### src/rtl/btn_pkg.sv
// Shared types and board defaults for push-button conditioning.
// Latency: n/a (declarations only).
// Backpressure: n/a (declarations only).
package btn_pkg;

  // Debounce FSM states
  typedef enum logic [1:0] {
    RELEASED        = 2'd0,
    CONFIRM_PRESS   = 2'd1,
    PRESSED         = 2'd2,
    CONFIRM_RELEASE = 2'd3
  } btn_state_t;

  // Defaults for the 12 MHz board clock
  localparam int DEF_SYNC_STAGES       = 2;
  localparam int DEF_DEBOUNCE_CYCLES   = 120000;    // 10 ms
  localparam int DEF_LONG_PRESS_CYCLES = 12000000;  // 1 s

endpackage

### src/rtl/sync_ff.sv
// Multi-stage synchroniser bringing one asynchronous input into the clock domain.
// Latency: STAGES clock edges from input to o_q.
// Backpressure: none; samples every cycle. STAGES must be at least 2.
module sync_ff #(
  parameter int STAGES = 2
) (
  input  logic i_clk,
  input  logic i_rst,
  input  logic i_d,
  output logic o_q
);

  logic [STAGES-1:0] r_sync;

  // Shift chain; reset clears every stage so no stale level leaks out after reset
  always_ff @(posedge i_clk or posedge i_rst) begin
    if (i_rst) begin
      r_sync <= '0;
    end else begin
      r_sync <= {r_sync[STAGES-2:0], i_d};
    end
  end

  assign o_q = r_sync[STAGES-1];

endmodule

### src/rtl/btn_debounce.sv
// Debounces a raw push-button into a clean level plus press/release/long-press pulses.
// Latency: SYNC_STAGES + DEBOUNCE_CYCLES + 1 edges from a stable input change to btn_level.
// Backpressure: none; pulses are single-cycle and must be consumed when they occur.
module btn_debounce
  import btn_pkg::*;
#(
  parameter int SYNC_STAGES       = DEF_SYNC_STAGES,
  parameter int DEBOUNCE_CYCLES   = DEF_DEBOUNCE_CYCLES,
  parameter int LONG_PRESS_CYCLES = DEF_LONG_PRESS_CYCLES
) (
  input  logic i_sysclk,
  input  logic i_reset,
  input  logic i_btn,
  output logic o_btn_level,
  output logic o_btn_press,
  output logic o_btn_release,
  output logic o_btn_long,
  output logic o_btn_held
);

  localparam int SW = $clog2(DEBOUNCE_CYCLES + 1);
  localparam int HW = $clog2(LONG_PRESS_CYCLES + 1);

  localparam logic [SW-1:0] STAB_LAST = SW'(DEBOUNCE_CYCLES - 1);
  localparam logic [SW-1:0] STAB_ONE  = SW'(1);
  localparam logic [HW-1:0] HOLD_LAST = HW'(LONG_PRESS_CYCLES - 1);
  localparam logic [HW-1:0] HOLD_MAX  = HW'(LONG_PRESS_CYCLES);
  localparam logic [HW-1:0] HOLD_ONE  = HW'(1);

  logic            w_btn_s;
  btn_state_t      r_state, w_state_nxt;
  logic [SW-1:0]   r_stab, w_stab_nxt;
  logic [HW-1:0]   r_hold, w_hold_nxt;
  logic            r_level, w_level_nxt;
  logic            r_press, w_press_nxt;
  logic            r_release, w_release_nxt;
  logic            r_long, w_long_nxt;
  logic            r_held, w_held_nxt;

  // Only the synchronised copy of the pin feeds the logic below
  sync_ff #(
    .STAGES (SYNC_STAGES)
  ) u_sync (
    .i_clk (i_sysclk),
    .i_rst (i_reset),
    .i_d   (i_btn),
    .o_q   (w_btn_s)
  );

  // Next-state, counter and output decode; pulses default low every cycle
  always_comb begin
    w_state_nxt   = r_state;
    w_stab_nxt    = r_stab;
    w_hold_nxt    = r_hold;
    w_level_nxt   = r_level;
    w_held_nxt    = r_held;
    w_press_nxt   = 1'b0;
    w_release_nxt = 1'b0;
    w_long_nxt    = 1'b0;

    case (r_state)
      RELEASED: begin
        if (w_btn_s) begin
          w_stab_nxt  = '0;
          w_state_nxt = CONFIRM_PRESS;
        end
      end

      CONFIRM_PRESS: begin
        if (!w_btn_s) begin
          w_state_nxt = RELEASED;
        end else if (r_stab == STAB_LAST) begin
          w_state_nxt = PRESSED;
          w_level_nxt = 1'b1;
          w_press_nxt = 1'b1;
          w_hold_nxt  = '0;
        end else begin
          w_stab_nxt = r_stab + STAB_ONE;
        end
      end

      PRESSED: begin
        // Hold time only advances while here; saturation keeps the long pulse one-shot
        if (r_hold != HOLD_MAX) begin
          w_hold_nxt = r_hold + HOLD_ONE;
        end
        // Fires even if the button drops this same cycle
        if (r_hold == HOLD_LAST) begin
          w_long_nxt = 1'b1;
          w_held_nxt = 1'b1;
        end
        if (!w_btn_s) begin
          w_stab_nxt  = '0;
          w_state_nxt = CONFIRM_RELEASE;
        end
      end

      CONFIRM_RELEASE: begin
        if (w_btn_s) begin
          w_state_nxt = PRESSED;
        end else if (r_stab == STAB_LAST) begin
          w_state_nxt   = RELEASED;
          w_level_nxt   = 1'b0;
          w_held_nxt    = 1'b0;
          w_release_nxt = 1'b1;
        end else begin
          w_stab_nxt = r_stab + STAB_ONE;
        end
      end

      default: begin
        w_state_nxt = RELEASED;
      end
    endcase
  end

  // State, counters and registered outputs
  always_ff @(posedge i_sysclk or posedge i_reset) begin
    if (i_reset) begin
      r_state   <= RELEASED;
      r_stab    <= '0;
      r_hold    <= '0;
      r_level   <= 1'b0;
      r_press   <= 1'b0;
      r_release <= 1'b0;
      r_long    <= 1'b0;
      r_held    <= 1'b0;
    end else begin
      r_state   <= w_state_nxt;
      r_stab    <= w_stab_nxt;
      r_hold    <= w_hold_nxt;
      r_level   <= w_level_nxt;
      r_press   <= w_press_nxt;
      r_release <= w_release_nxt;
      r_long    <= w_long_nxt;
      r_held    <= w_held_nxt;
    end
  end

  assign o_btn_level   = r_level;
  assign o_btn_press   = r_press;
  assign o_btn_release = r_release;
  assign o_btn_long    = r_long;
  assign o_btn_held    = r_held;

endmodule

### config.mk
export PLATFORM = sky130hd
export DESIGN_NAME = btn_debounce
export DESIGN_NICKNAME = d
export VERILOG_FILES = /design/src/rtl/btn_pkg.sv /design/src/rtl/sync_ff.sv /design/src/rtl/btn_debounce.sv
export SDC_FILE = /design/constraint.sdc
export NUM_CORES = 1
export LEC_CHECK = 0
export ABC_AREA = 1
export CORE_ASPECT_RATIO = 1.5
export CORE_MARGIN = 2
export CORE_UTILIZATION = 42
export CTS_BUF_LIST = sky130_fd_sc_hd__clkbuf_8
export CTS_CLUSTER_DIAMETER = 50
export DETAILED_ROUTE_END_ITERATION = 10
export PLACE_DENSITY = 0.66
export SLEW_MARGIN = 10
export SYNTH_ARGS = -nofsm -noshare
export SYNTH_HDL_FRONTEND = slang
export SYNTH_SLANG_ARGS = --single-unit
### constraint.sdc
create_clock -name i_sysclk -period 2.5 [get_ports i_sysclk]
set_clock_uncertainty 0.15 [all_clocks]
set_input_delay 0.375 -clock i_sysclk [delete_from_list [all_inputs] [get_ports i_sysclk]]
set_output_delay 0.375 -clock i_sysclk [all_outputs]
set_load 0.01 [all_outputs]
* Yosys cells after proc, flatten, opt, wreduce, memory -nomap -nowiden
Cells that the tools add are included.
** Word-level totals
- Register bits after elaboration :: 50
- Input port bits :: 3
- Output and inout port bits :: 5
- Word-level logic and storage cells :: 67
** Operators by class
- Add/sub/neg operators :: 2
- Equal/unequal tests :: 16
- Multiplexer cells :: 31
- Reductions and logical operators :: 9
** Operators with widths (number)
- two-way mux 17 bit :: 5
- two-way mux 24 bit :: 3
- case mux 17 bit (4 select lines) :: 1
- case mux 24 bit (2 select lines) :: 1
- adder 24 x 1 -> 24 bit (second input constant) :: 1
- == test 24 bit (second input constant) :: 1
- inequality test 24 bit (second input constant) :: 1
- adder 17 x 1 -> 17 bit (second input constant) :: 1
- == test 17 bit (second input constant) :: 1
- AND reduction 4 bit :: 4
- two-way mux 1 bit :: 12
- two-way mux 2 bit :: 6
- inequality test 2 bit (second input constant) :: 6
- case mux 2 bit (4 select lines) :: 1
- nonzero test 2 bit :: 3
- AND reduction 5 bit :: 1
- == test 2 bit (second input constant) :: 2
- inequality test 2 x 1 -> 1 bit (second input constant) :: 2
- case mux 1 bit (2 select lines) :: 2
- inequality test 3 x 2 -> 1 bit (second input constant) :: 1
- inequality test 3 bit (second input constant) :: 1
- == test 2 x 1 -> 1 bit (second input constant) :: 1
- logical NOT 2 bit :: 1

* Logic depth before layout (Yosys ltp)
Gate-level depths: netlist (run 1).
- Depth after elaboration :: 4
- Mapped depth :: 10
- Mapped depth without buffers :: 10

* Cells and area by module
A second synthesis (run 1) with hierarchy kept.
** Unflattened totals
- Cell total of the unflattened synthesis :: 472
- Area total of the unflattened synthesis :: 3290.7 um^2
** By module, submodules not included
- btn_debounce :: instances 1, cells an instance 469, area an instance 3236.9 um^2, seq. area each 1201.2 um^2
- sync_ff :: instances 1, cells an instance 3, area an instance 53.8 um^2, seq. area each 50.0 um^2

* Worst setup path after synthesis (run 1)
Ideal clock, no wire load.
- Path kind :: flip-flop to flip-flop
- Start :: reg r_stab[0]
- End :: reg r_hold[6]
- Library setup time :: 134 ps
- Data arrival time :: 1450 ps
- Required time :: 2216 ps
- Path slack :: 766 ps
- Stages on the path, launching flop included :: 10
- Buffers on the path :: 1
- Clock period less this slack :: 1734 ps
- Cell sequence :: dfrtp_1 > ha_1 > nand3_2 > nor2_1 > nand3_1 > nand2_1 > nand3_2 > buf_6 > nand2_1 > o21ai_0
** Between the ends
- Cells in the longest elaborated chain, start to end :: 3
** Ends and longest elaborated chain
- start: declaration :: RTL line btn_debounce.sv:32 : logic [SW-1:0] r_stab, w_stab_nxt;
- start signal: assignment :: RTL line btn_debounce.sv:130 : r_stab <= w_stab_nxt;
- == test 17 bit :: RTL line btn_debounce.sv:72 : end else if (r_stab == STAB_LAST) begin
- inequality test 2 bit (no source line)
- AND reduction 4 bit (no source line)
- end signal: assignment :: RTL line btn_debounce.sv:131 : r_hold <= w_hold_nxt;
- end: declaration :: RTL line btn_debounce.sv:33 : logic [HW-1:0] r_hold, w_hold_nxt;
Every way passes these cells.
A chain may end at the register's enable or synchronous reset.

* Worst setup path in the final report (run 1)
- Start :: reg r_hold[0]
- End :: reg r_hold[9]
** Between the ends
- Cells in the longest elaborated chain, start to end :: 3
- Elaborated cells between the ends (all ways) :: 6
- Classes of those cells :: add/sub: 1; eq/ne: 2; mux: 2; reduce/logical: 1
** Ends and longest elaborated chain (RTL line)
- adder 24 x 1 -> 24 bit / inequality test 24 bit (equally long branches) :: btn_debounce.sv:85, btn_debounce.sv:84
- two-way mux 24 bit / inequality test 2 bit (equally long branches)
- case mux 24 bit (2 select lines) / AND reduction 4 bit (equally long branches)
Several ways; a longest one is shown, not always the timed one. The select of a mux whose other input is x is not followed.

==> metrics.md, run 1 <==
| Metric | Value |
|---|---|
| Status | `finished, final reports clean` |
| Slew at the pin closest to its max-slew limit | `626 ps` |
| Internal power | `1.06 mW` |
| GRT Total Usage | `18.6%` |
| Post-layout minimum cycle time | `2070 ps` |
| Gate power share | `5.0%` |
| FMAX | `483 MHz` |
| TritonCTS buffer count | `5` |
| WS Path Type | `reg -> reg` |
| Clock network power share | `35.8%` |
| RSZ-0062 raised after global routing | `no` |
| Via-to-Cell Ratio | `5.01` |
| Core Region | `7610 um^2` |
| IO Port Bufs | `7` |
| Starting DRT DRC Count | `137` |
| Largest net degree at the start of global routing | `33` |
| DRC | `0` |
| Diodes inserted | `0` |
| Non-filler cells, final | `588` |
| Synth cell types | `32` |
| Pre-CTS WS | `432 ps` |
| Fin. max-slew vios | `0` |
| Flop and latch count out of synthesis | `50` |
| Avg Cell Area, Syn | `6.96 um^2` |
| Hold Vio Cnt, Final | `0` |
| Final nets | `491` |
| R2R Path End | `r_hold[9]` |
| Worst VDD drop | `278 uV` |
| Die height | `113 um` |
| Final HPWL DP | `5700 um` |
| Pwr per Cell Area | `395 nW/um^2` |
| Max_cap viols | `0` |
| Root buf cell | `clkbuf_8` |
| Hold slack | `204 ps` |
| Max FO, Critical Path | `32` |
| # hold bufs at CTS | `0` |
| Design area | `3540 um^2` |
| Max incr delay on CP | `460 ps` |
| Pre-antenna DRT Iters | `4` |
| Leakage power | `1.43 nW` |
| Post-cts repair resize count | `0` |
| Dpl cell area | `3440 um^2` |
| Post-CTS Repair Setup Buffers | `0` |
| Final setup viols | `0` |
| CP delay by family, top | `simple AND/OR/NAND/NOR gates` |
| Area grow syn2layout | `6.84%` |
| Clk slew on worst S/H paths | `100 ps` |
| Crit. End Element | `flop` |
| Critical Path, Cell by Cell | `inv_1 -> ha_1 -> nor3b_1 -> nand2_1 -> nor2_1 -> nand2_1 -> nand3_2 -> buf_4 -> inv_1 -> nand2_1 -> nand2_1` |
| Worst path bufs/invs | `3` |
| Sequential share of power | `59.2%` |
| Share of cells above drive strength 1 | `8.64%` |
| RePlAce Congestion | `0.911` |
| Top-level port count | `8` |
| Wirelength per Cell | `12.6 um` |
| Initial cell density of the core | `43.5%` |
| Initial antenna violation count | `0` |
| H-tree depth | `2` |
| Post-synthesis sequential area ratio | `37.8%` |
| CP arrival | `2110 ps` |
| Critical R2R Launch | `r_hold[0]` |
| Net Switching | `0.338 mW` |
| Total negative slack | `0 ps` |
| Setup ws final | `431 ps` |
| DRT antenna net count | `0` |
| Via count | `2947` |
| Tightest Hold Check Type | `in -> async` |
| Row count | `39` |
| Worst setup SP type | `flop` |
| Vias in the first global route | `2865` |
| Placed Cells | `580` |
| Synth Instances | `476` |
| Slew headroom | `57.9%` |
| Syn Nets | `482` |
| Yosys warns | `0` |
| Clock Tree Buf Depth | `2` |
| Stages on worst setup path | `11` |
| Skew-Pair Late Insertion Delay | `300 ps` |
| Final WL | `7400 um` |
| Clock sinks | `50` |
| Most frequent CP cell | `nand2_1` |
| Remaining Overflow, GRT | `0` |
| Period utilisation layout | `82.8%` |
| Chip width | `76.5 um` |
| Flop2flop setup slack | `430 ps` |
| CP required | `2550 ps` |
| First-pass GRT wire length | `13000 um` |
| CTS tree | `built` |
| Max stage delay cell, worst path | `dfrtp_1` |
| Die area | `8620 um^2` |
| Switching Fraction | `24.2%` |
| R2R cell count | `11` |
| Mapped cell area | `3310 um^2` |
## through the flow
stage / power (mW) / utilization, %
2_1_floorplan: 0.906 / -
3_3_place_gp: 0.914 / 45.2
3_5_place_dp: 0.916 / 45.2
4_1_cts: 1.42 / 46.5
5_1_grt: 1.47 / 46.5
6_report: 1.40 / 46.5
## worst reg2reg max path, stage by stage, from the launching register on
cell and delay [ps]:
dfrtp_1 460, inv_1 110, ha_1 130, nor3b_1 180, nand2_1 70, nor2_1 90
nand2_1 110, nand3_2 80, buf_4 300, inv_1 150, nand2_1 80, nand2_1 50
## sequential cells by signal, indices dropped and copies added, names as in the netlist, named ones only
signal / cells
r_state: 1
o_btn_held: 1
u_sync.r_sync: 2
o_btn_level: 1
o_btn_long: 1
o_btn_release: 1
r_hold: 24
r_stab: 17
o_btn_press: 1
## Yosys cell counts
cell type / count / area, um^2
xnor2_1: 3 / 26.3
buf_6: 4 / 45.0
buf_12: 2 / 40.0
nand3_2: 2 / 20.0
nand3_1: 44 / 220
o21bai_1: 4 / 30.0
dfrtp_1: 50 / 1250
clkbuf_1: 2 / 7.51
nor3b_1: 1 / 7.51
or2_2: 4 / 25.0
inv_2: 1 / 3.75
o21ai_0: 11 / 55.1
nand2_4: 1 / 11.3
nand2_1: 163 / 612
nand4_1: 6 / 37.5
nor4_1: 1 / 6.26
nor2_4: 3 / 33.8
and2_1: 1 / 6.26
nand2_8: 1 / 20.0
xor2_1: 14 / 123
nor3_1: 8 / 40.0
nand3b_1: 2 / 15.0
a21oi_1: 3 / 15.0
buf_1: 1 / 3.75
nor3_2: 1 / 10.0
buf_4: 1 / 7.51
inv_1: 42 / 158
nand2_2: 2 / 12.5
o21ai_1: 7 / 35.0
nor2_1: 75 / 282
ha_1: 3 / 37.5
o21ai_2: 13 / 114
## logic make-up (layout without fill, tap and decap cells)
| kind of cell | Yosys count | in the layout | share of synthesized area, % |
|---|---|---|---|
| xor+xnor | 17 | 17 | 4.50 |
| compound gates | 38 | 38 | 7.52 |
| fa+ha+maj | 3 | 3 | 1.13 |
| simple gates | 315 | 315 | 41.0 |
| flops | 50 | 50 | 37.8 |
| buf+inv | 53 | 63 | 8.01 |
## how the worst max path moves through the flow
stage          startpoint        end  slack [ps]
2_1_floorplan     i_reset  async pin         770
4_1_cts         r_stab[0]  r_stab[8]         420
5_1_grt         r_hold[0]  r_hold[9]         200
6_report        r_hold[0]  r_hold[9]         430
3_5_place_dp    r_stab[0]  r_stab[5]         430
3_3_place_gp    r_stab[0]  r_stab[4]         500
## power by group through the flow
stage          Clock [mW]  Sequential (mW)  Combinational (mW)
4_1_cts             0.522            0.827              0.0729
5_1_grt             0.555            0.829              0.0824
6_report            0.500            0.827              0.0700
2_1_floorplan           0            0.840              0.0659
3_3_place_gp            0            0.843              0.0712
3_5_place_dp            0            0.843              0.0727
## per-layer routing
| layer | GRT usage [%] | wire length (um) | up-vias |
|---|---|---|---|
| met5 | 0 | 0 | - |
| li1 | - | - | 1521 |
| met3 | 2.15 | 186 | 20 |
| met2 | 36.4 | 4020 | 52 |
| met4 | 7.39 | 233 | 0 |
| met1 | 20.0 | 2960 | 1354 |
## area by class of cell
| cell class | instances | area [um^2] |
|---|---|---|
| Clock inverter | 2 | 12.5 |
| Tap cell | 102 | 128 |
| Fill cell | 800 | 4080 |
| Timing Repair Buffer | 12 | 108 |
| Multi-Input combinational cell | 373 | 1790 |
| Sequential cell | 50 | 1250 |
| Inverter | 43 | 161 |
| Clock buffer | 6 | 82.6 |
## layout by cell type, fill, tap and decap left out, drive strengths merged
| master | n |
|---|---|
| buf | 5 |
| ha | 3 |
| dfrtp | 50 |
| nand3b | 2 |
| o21bai | 4 |
| nor4 | 1 |
| clkinvlp | 1 |
| inv | 43 |
| xor2 | 14 |
| nand2 | 167 |
| nor2 | 78 |
| nand4 | 6 |
| and2 | 1 |
| o21ai | 31 |
| xnor2 | 3 |
| clkinv | 1 |
| clkbuf | 6 |
| nor3 | 9 |
| a21oi | 3 |
| or2 | 4 |
| nor3b | 1 |
| clkdlybuf4s50 | 7 |
| nand3 | 46 |
No activity file was read; power rests on OpenSTA's default activity.
==> run 2: changes to the inputs <==
PLACE_DENSITY = 0.68   (was 0.66)
clock period = 1.7 ns   (was 2.5 ns; I/O delays follow)
==> run 2 against run 1 <==
Effect of this change:
- the run now ends with setup timing left
- clock-buffer cell count shrank 1
- non-clock buffer count grew 63
- sequential cell count is the same
- die area is the same
- total power grew 66%
- first-iteration DRC count grew 48%
- cell area grew 25%
- clock power grew 81%
- final cell count grew 11%
- worst hold slack lost 150 ps
- largest cell class unchanged
==> metrics.md, run 2 (same netlist as run 1, synthesis figures left out) <==
| Metric | Value |
|---|---|
| Post-layout minimum cycle time | `1730 ps` |
| Total negative slack | `-195 ps` |
| Commonest non-fill, non-tap cell in the layout | `nand2_1` |
| Final Util | `58.0%` |
| Pre-antenna DRT Iters | `4` |
| Skew-Pair Late Insertion Delay | `330 ps` |
| DRT antenna net count | `0` |
| Setup ws final | `-29.2 ps` |
| Largest net degree at the start of global routing | `19` |
| Initial antenna violation count | `0` |
| Wirelength per Cell | `14.1 um` |
| Die height | `113 um` |
| Clock network power share | `39.1%` |
| Worst setup SP type | `flop` |
| Flop2flop setup slack | `-30 ps` |
| CP arrival | `1790 ps` |
| Most frequent CP cell | `nand2_1` |
| Vias in the first global route | `3301` |
| Max incr delay on CP | `420 ps` |
| Area grow syn2layout | `33.3%` |
| Period utilisation layout | `102%` |
| Crit. End Element | `flop` |
| Reg area | `1260 um^2` |
| Most frequent cells in the layout | `nand2_1, nor2_1, buf_4` |
| FMAX | `578 MHz` |
| Multi-input logic area | `2030 um^2` |
| # hold bufs at CTS | `0` |
| CP required | `1760 ps` |
| Share of cells above drive strength 1 | `30.8%` |
| Fin. max-slew vios | `0` |
| Hold Vio Cnt, Final | `0` |
| Biggest register | `r_hold` |
| RePlAce Congestion | `0.938` |
| Switching Fraction | `25.1%` |
| Final WL | `9170 um` |
| IO Port Bufs | `7` |
| Gate power share | `8.5%` |
| Leakage power | `1.86 nW` |
| Met3 WL | `224 um` |
| Row count | `39` |
| Top-level port count | `8` |
| Critical Path, Cell by Cell | `inv_2 -> ha_4 -> nor3b_2 -> nand2_1 -> nor2_1 -> nand2_1 -> nand3_4 -> buf_12 -> inv_6 -> nand2_2 -> nand2_1` |
| Clock sinks | `50` |
| Net Switching | `0.580 mW` |
| Final setup viols | `17` |
| Sequential share of power | `52.4%` |
| Clock Tree Buf Depth | `2` |
| Top Registers | `r_hold: 24 flops, r_stab: 17 flops, u_sync.r_sync: 2 flops` |
| Die area | `8620 um^2` |
| Starting DRT DRC Count | `203` |
| Via count | `3317` |
| Remaining Overflow, GRT | `0` |
| Final nets | `554` |
| Internal power | `1.73 mW` |
| Initial cell density of the core | `43.5%` |
| Status | `finished, violations left` |
| Max stage delay cell, worst path | `dfrtp_1` |
| Final HPWL DP | `6530 um` |
| Worst VDD drop | `495 uV` |
| First-pass GRT wire length | `14800 um` |
| Clk slew on worst S/H paths | `110 ps` |
| Max FO, Critical Path | `5` |
| CTS tree | `built` |
| Top sig layer | `met4` |
| # fillers | `699` |
| Core Region | `7610 um^2` |
| Via-to-Cell Ratio | `5.10` |
| H-tree depth | `2` |
| Slew headroom | `75.7%` |
| RSZ-0062 raised after global routing | `yes` |
| Chip width | `76.5 um` |
| Slew at the pin closest to its max-slew limit | `364 ps` |
| DRC | `0` |
| Met1 Wirelength | `3450 um` |
| Root buf cell | `clkbuf_8` |
| Max reg flops | `24` |
| Violated checks | `setup timing` |
| Diodes inserted | `0` |
| Pwr per Cell Area | `524 nW/um^2` |
| Tightest Hold Check Type | `in -> async` |
| TritonCTS buffer count | `5` |
| GRT Total Usage | `21.2%` |
| Met2 Wirelength | `5070 um` |
| Max_cap viols | `0` |
| WS Path Type | `reg -> reg` |
[run 2: critical path, delay by kind of cell, from the launching register on]
kind                       cells  cell delay, ps
and+or+nand+nor                7             620
DFF                            1             420
buffers and inverters          3             280
adders and majority gates      1             130
[run 2: path summary, 6_finish.rpt]
| path | start | to | depth (start not counted) |
|---|---|---|---|
| max reg2reg | r_hold[0] | r_hold[11] | 11 |
| max | r_hold[0] | r_hold[11] | 11 |
| min | i_reset | r_hold[19] | 2 |
| min reg2reg | u_sync.r_sync[0] | u_sync.r_sync[1] | 0 |
| min in group i_sysclk | u_sync.r_sync[0] | u_sync.r_sync[1] | 0 |
| max in group asynchronous | i_reset | r_stab[14] | 3 |
[run 2: layout make-up]
| class | count | area share [%] |
|---|---|---|
| flip-flops and latches | 50 | 28.5 |
| multi-input cells | 373 | 45.9 |
| well taps | 102 | 2.89 |
| inverters | 43 | 3.83 |
| repair buffers | 75 | 16.2 |
| clock inverters | 3 | 1.08 |
| clock buffers | 5 | 1.56 |
[run 2: power by group through the flow]
| stage | Combinational, mW | Sequential [mW] | Clock, mW |
|---|---|---|---|
| after global placement | 0.150 | 1.23 | 0 |
| after CTS | 0.166 | 1.21 | 0.918 |
| after detailed placement | 0.155 | 1.24 | 0 |
| after floorplan | 0.0995 | 1.24 | 0 |
| final | 0.196 | 1.21 | 0.905 |
| after global routing | 0.213 | 1.22 | 0.972 |
[run 2: per-stage QoR]
step | area, um^2 | cells | setup WS [ps] | power [mW] | hold WS [ps]
floorplan | 3320 | 476 | 23.9 | 1.34 | 136
global placement | 3890 | 631 | -37.2 | 1.38 | 185
detailed placement | 3890 | 631 | -42.8 | 1.39 | 186
CTS | 4080 | 640 | -26.3 | 2.30 | 81.0
global route | 4410 | 651 | -128 | 2.40 | 84.6
finish | 4410 | 651 | -29.2 | 2.31 | 54.2
[run 2: repair_timing]
action / 4_1_cts / 5_1_grt
gates cloned: 1 / 3
endpoints found under the setup margin: 19 / 42
gates resized for setup: 13 / 78
pin swaps: 1 / 12
setup buffers: 0 / 8
[run 2: per-layer routing]
metal  GRT usage [%]  up-vias
li1                -     1657
met1            23.4     1554
met2            39.6       69
met3            2.63       37
met4            10.9        0
met5               0        -
